$ cat src/rtl/alarm_trigger_ctrl.sv
// Alarm trigger controller: detects time/alarm match edge, sequences ring/snooze/dismiss.
// Optional ALARM_BEEP_EN: buzzer beeps 1 s on / 1 s off while ringing instead of a steady tone.
module alarm_trigger_ctrl #(
  parameter int RING_SECS   = 60,
  parameter int SNOOZE_SECS = 240,
  parameter int MAX_SNOOZE  = 3
) (
  input  logic       clk,
  input  logic       reset,
  input  logic       tick_1hz,
  input  logic       alarm_en,
  input  logic       snooze,
  input  logic       dismiss,
  input  logic [3:0] binOS,
  input  logic [3:0] binTS,
  input  logic [3:0] binOM,
  input  logic [3:0] binTM,
  input  logic [3:0] binAOS,
  input  logic [3:0] binATS,
  input  logic [3:0] binAOM,
  input  logic [3:0] binATM,
  output logic       alarm_active,
  output logic       buzzer,
  output logic [1:0] alarm_state,
  output logic [3:0] snooze_cnt
);

  typedef enum logic [1:0] {
    Idle    = 2'd0,
    Armed   = 2'd1,
    Ringing = 2'd2,
    Snooze  = 2'd3
  } state_t;

  localparam logic [7:0] RingLast = 8'(RING_SECS - 1);
  localparam logic [7:0] SnzLast  = 8'(SNOOZE_SECS - 1);
  localparam logic [3:0] MaxSnz   = 4'(MAX_SNOOZE);

  state_t     state;
  logic [7:0] secCnt;
  logic [3:0] snzCnt;
  logic       matchPrev;
  logic       match;
  logic       trigger;

  assign match = (binOS == binAOS) && (binTS == binATS) &&
                 (binOM == binAOM) && (binTM == binATM);
  assign trigger = match & ~matchPrev;

  always_ff @(posedge clk or posedge reset) begin
    if (reset) begin
      state     <= Idle;
      secCnt    <= 8'd0;
      snzCnt    <= 4'd0;
      matchPrev <= 1'b1;
    end else begin
      matchPrev <= match;
      if (!alarm_en) begin
        state  <= Idle;
        secCnt <= 8'd0;
        snzCnt <= 4'd0;
      end else begin
        unique case (state)
          Idle: begin
            state  <= Armed;
            secCnt <= 8'd0;
            snzCnt <= 4'd0;
          end
          Armed: begin
            if (trigger) begin
              state  <= Ringing;
              secCnt <= 8'd0;
            end
          end
          Ringing: begin
            if (dismiss) begin
              state  <= Armed;
              secCnt <= 8'd0;
              snzCnt <= 4'd0;
            end else if (snooze && snzCnt < MaxSnz) begin
              state  <= Snooze;
              secCnt <= 8'd0;
              if (snzCnt != 4'hF) snzCnt <= snzCnt + 4'd1;
            end else if (tick_1hz) begin
              if (secCnt == RingLast) begin
                state  <= Armed;
                secCnt <= 8'd0;
                snzCnt <= 4'd0;
              end else begin
                secCnt <= secCnt + 8'd1;
              end
            end
          end
          Snooze: begin
            if (dismiss) begin
              state  <= Armed;
              secCnt <= 8'd0;
              snzCnt <= 4'd0;
            end else if (tick_1hz) begin
              if (secCnt == SnzLast) begin
                state  <= Ringing;
                secCnt <= 8'd0;
              end else begin
                secCnt <= secCnt + 8'd1;
              end
            end
          end
          default: state <= Idle;
        endcase
      end
    end
  end

  assign alarm_active = (state == Ringing);
  assign alarm_state  = state;
  assign snooze_cnt   = snzCnt;

`ifdef ALARM_BEEP_EN
  // Preloaded high outside RINGING so each ring phase starts with the tone on.
  logic beep;

  always_ff @(posedge clk or posedge reset) begin
    if (reset) begin
      beep <= 1'b1;
    end else if (state != Ringing) begin
      beep <= 1'b1;
    end else if (tick_1hz) begin
      beep <= ~beep;
    end
  end

  assign buzzer = alarm_active & beep;
`else
  assign buzzer = alarm_active;
`endif

endmodule
$ cat config.mk
export PLATFORM = sky130hd
export DESIGN_NAME = alarm_trigger_ctrl
export DESIGN_NICKNAME = d
export VERILOG_FILES = /design/src/rtl/alarm_trigger_ctrl.sv
export SDC_FILE = /design/constraint.sdc
export NUM_CORES = 1
export LEC_CHECK = 0
export CAP_MARGIN = 30
export CORE_MARGIN = 3
export CORE_UTILIZATION = 46
export CTS_CLUSTER_DIAMETER = 80
export DETAILED_ROUTE_END_ITERATION = 10
export HOLD_SLACK_MARGIN = 0.02
export PLACE_DENSITY_LB_ADDON = 0.15
export SLEW_MARGIN = 15
export SYNTH_ARGS = -nofsm -noshare
export SYNTH_HDL_FRONTEND = slang
export SYNTH_SLANG_ARGS = --single-unit
$ cat constraint.sdc
create_clock -name clk -period 4.75 [get_ports clk]
set_input_delay 1.1875 -clock clk [delete_from_list [all_inputs] [get_ports clk]]
set_output_delay 1.1875 -clock clk [all_outputs]
set_load 0.02 [all_outputs]
==> flow_summary.json <==
{
  "cts_repair_resize_count": 0,
  "worst_setup_hold_path_clk_slew_ps": 100,
  "critical_path.reg2reg.startpoint": "alarm_state[0]",
  "core_rows": 17,
  "leading_cell_type_by_number_of_instances_after_synthesis": "sky130_fd_sc_hd__xnor2_1",
  "place_inst": 193,
  "syn_inst": 123,
  "worst_slew_pin_slew_ps": 563.1,
  "cts-buffers-inserted": 3,
  "final.min_clock_period_ps": 2983,
  "route.final.wire_length_mm": 2.854,
  "final_net_count": 214,
  "worstHoldStart": "snooze_cnt[1]",
  "synth_nets": 167,
  "data_arrival_critical_path_ps": 1800,
  "antenna-diode-count": 0,
  "grt_antenna_before_repair": 0,
  "endpoint": "alarm_active",
  "fin_tns_setup_ps": 0,
  "ff2ff_setup_slack_ps": 2520,
  "cp_data_required_time_ps": 3560,
  "ys_seq_area_frac": 0.3333,
  "ctsHtreeMaxLevel": 1,
  "crit_path_start_kind": "register",
  "grt_ovf": 0,
  "place_hpwl_mm": 2.347,
  "design.die.area_um2": 3087,
  "initial_util": 0.4964,
  "slew_viol_final": 0,
  "number_of_failing_setup_endpoints_in_the_final_timing_report": 0,
  "detail_route.wirelength.met1_mm": 1.071,
  "max_freq_mhz": 335.2,
  "endpoint_kind": "output port",
  "remaining_drc_errors": 0,
  "synth-warning-count": 0,
  "leading_cell_types_by_total_area_after_synthesis": "sky130_fd_sc_hd__dfrtp_1, sky130_fd_sc_hd__xnor2_1, sky130_fd_sc_hd__ha_1",
  "grt_pass1_vias": 1156,
  "status": "completed",
  "syn_to_final_growth_pct": 44.08,
  "avgRoutedWirePerCell_um": 14.49,
  "hold_violations": 0,
  "boundaryPins": 46,
  "cts.path.max_buffers": 2,
  "final-instance-count-excl-fill": 197,
  "drt_iter0_drc": 51,
  "syn-mean-instance-area_um2": 9.186,
  "dr.max_layer_used": "met4",
  "detail_route.vias_per_cell": 5.569,
  "setup_repair_after_global_routing_missed_its_margin": "no",
  "antenna_nets_post_route": 0,
  "leakagePower_nw": 0.6503,
  "met3WireLength_um": 214,
  "cts_root_buffer": "sky130_fd_sc_hd__clkbuf_4",
  "die_height_um": 55.56,
  "grt_start_max_net_pins": 16,
  "core_area_um2": 2276,
  "synth_seq_cells": 15,
  "clock_sinks": 15,
  "crit_path_max_fanout": 8,
  "ir_worst_vdd_uv": 236.4,
  "synth_area_leader_cell": "sky130_fd_sc_hd__dfrtp_1",
  "slew_headroom": 0.6242,
  "synth_commonest_cells": "sky130_fd_sc_hd__xnor2_1, sky130_fd_sc_hd__dfrtp_1, sky130_fd_sc_hd__nand2_1, sky130_fd_sc_hd__o21ai_0",
  "cts_tree": "built",
  "die_width_um": 55.56,
  "power_per_cell_area_nw_per_um2": 266.0,
  "share_of_the_cycle_needed_by_the_critical_path_after_routing": 0.6280,
  "hold_crit_depth": 2,
  "post_synth_instance_area_um2": 1130,
  "synth-edff-count": 0,
  "ys_dominant_reg_cell": "sky130_fd_sc_hd__dfrtp_1",
  "place_congestion": 0.8190,
  "hold_ws_ps": 529.8,
  "fin_skew_ps": 2.083,
  "cts_hold_buffers": 0,
  "post_synth_cell_types": 37,
  "drt_first_pass_iters": 4,
  "wl_met2_mm": 1.525,
  "worstReg2RegEnd": "secCnt[6]",
  "critPathLaunch": "alarm_state[0]",
  "synth.top_cell.area_share": 0.3101,
  "setup.worst_path.class": "register to output port",
  "vias": 1097,
  "track_usage": 0.1914,
  "hold_path_class": "register to register",
  "synth_async_sr_flop_share": 1.000,
  "postCtsSetupRepairBufs": 0,
  "clk-insertion-delay-late_ps": 290,
  "final.fill_count": 179,
  "wire_length_of_the_first_global_routing_pass_mm": 4.761,
  "io_buffers": 45,
  "drv_cap": 0,
  "r2r.worst_path.cells": 8,
  "drive_gt1_frac": 0.07692
}
## how the worst min path moves through the flow
| stage | end | slack (ps) |
|---|---|---|
| 5_1_grt | snooze_cnt[1] | 550 |
| 3_3_place_gp | snooze_cnt[1] | 490 |
| 4_1_cts | secCnt[3] | 520 |
| 2_1_floorplan | secCnt[3] | 470 |
| 6_report | snooze_cnt[1] | 530 |
| 3_5_place_dp | secCnt[3] | 510 |
## critical path, stage by stage, from the launching register on
cell and delay, ps:
sky130_fd_sc_hd__dfrtp_1 470, sky130_fd_sc_hd__inv_1 110, sky130_fd_sc_hd__ha_1 270, sky130_fd_sc_hd__clkdlybuf4s50_1 650
## power breakdown
group | leakage (nW) | switching, mW | internal, mW
Clock | 0.0177 | 0.0451 | 0.0313
Combinational | 0.429 | 0.103 | 0.0996
Sequential | 0.204 | 0.0168 | 0.137
Total | 0.650 | 0.165 | 0.268
## cell families (layout without fill, tap and decap cells)
family,after synthesis,in the layout,synth area share
compound gates,30,30,0.1805
xor+xnor,16,16,0.1240
fa+ha+maj,6,6,0.06644
buf+inv,9,55,0.03323
flops,15,15,0.3333
simple gates,47,47,0.2625
## layer usage
metal / vias to the layer above / GRT usage
met5: - / 0
met4: 0 / 0.07292
met3: 8 / 0.04673
met2: 50 / 0.3581
met1: 506 / 0.2032
li1: 533 / -
## stage by stage
step           instance area [µm²]  setup WS (ps)    util  power (mW)
2_1_floorplan                 1130           2232       -      0.2771
3_3_place_gp                  1600           1626  0.7031      0.3500
6_report                      1628           1767  0.7152      0.4331
3_5_place_dp                  1600           1541  0.7031      0.3582
5_1_grt                       1628           1687  0.7152      0.4631
4_1_cts                       1628           1765  0.7152      0.4336
## flip-flops by register name, summed over array words and instances (netlist names)
signal,count
matchPrev,1
alarm_state,2
secCnt,8
snooze_cnt,4
## cell type report
| type | count | area (µm²) | area share |
|---|---|---|---|
| clock inverter | 1 | 5.005 | 0.003075 |
| multi-input combinational | 99 | 715.7 | 0.4397 |
| clock buffer | 3 | 22.52 | 0.01384 |
| sequential | 15 | 376.6 | 0.2314 |
| tap | 28 | 35.03 | 0.02152 |
| timing repair buffer | 45 | 450.4 | 0.2767 |
| inverter | 6 | 22.52 | 0.01384 |
## layout by cell type, fill, tap and decap left out, types with 2 or more instances in the layout
cell type	synthesis	layout
sky130_fd_sc_hd__dfrtp_1	14	14
sky130_fd_sc_hd__ha_1	6	6
sky130_fd_sc_hd__clkbuf_4	0	3
sky130_fd_sc_hd__nand4b_1	2	2
sky130_fd_sc_hd__clkdlybuf4s50_1	0	45
sky130_fd_sc_hd__nor2b_1	2	2
sky130_fd_sc_hd__nand3_1	5	5
sky130_fd_sc_hd__o31ai_1	3	3
sky130_fd_sc_hd__o21ai_1	4	4
sky130_fd_sc_hd__nand2b_4	2	2
sky130_fd_sc_hd__nand4_1	4	4
sky130_fd_sc_hd__nand2_1	12	12
sky130_fd_sc_hd__o41ai_2	2	2
sky130_fd_sc_hd__inv_1	6	6
sky130_fd_sc_hd__o21ai_0	12	12
sky130_fd_sc_hd__nor2_1	5	5
sky130_fd_sc_hd__nand2b_1	3	3
sky130_fd_sc_hd__and2_1	2	2
sky130_fd_sc_hd__xnor2_1	16	16
sky130_fd_sc_hd__nor3_1	3	3
(Power assumes the default switching activity.)
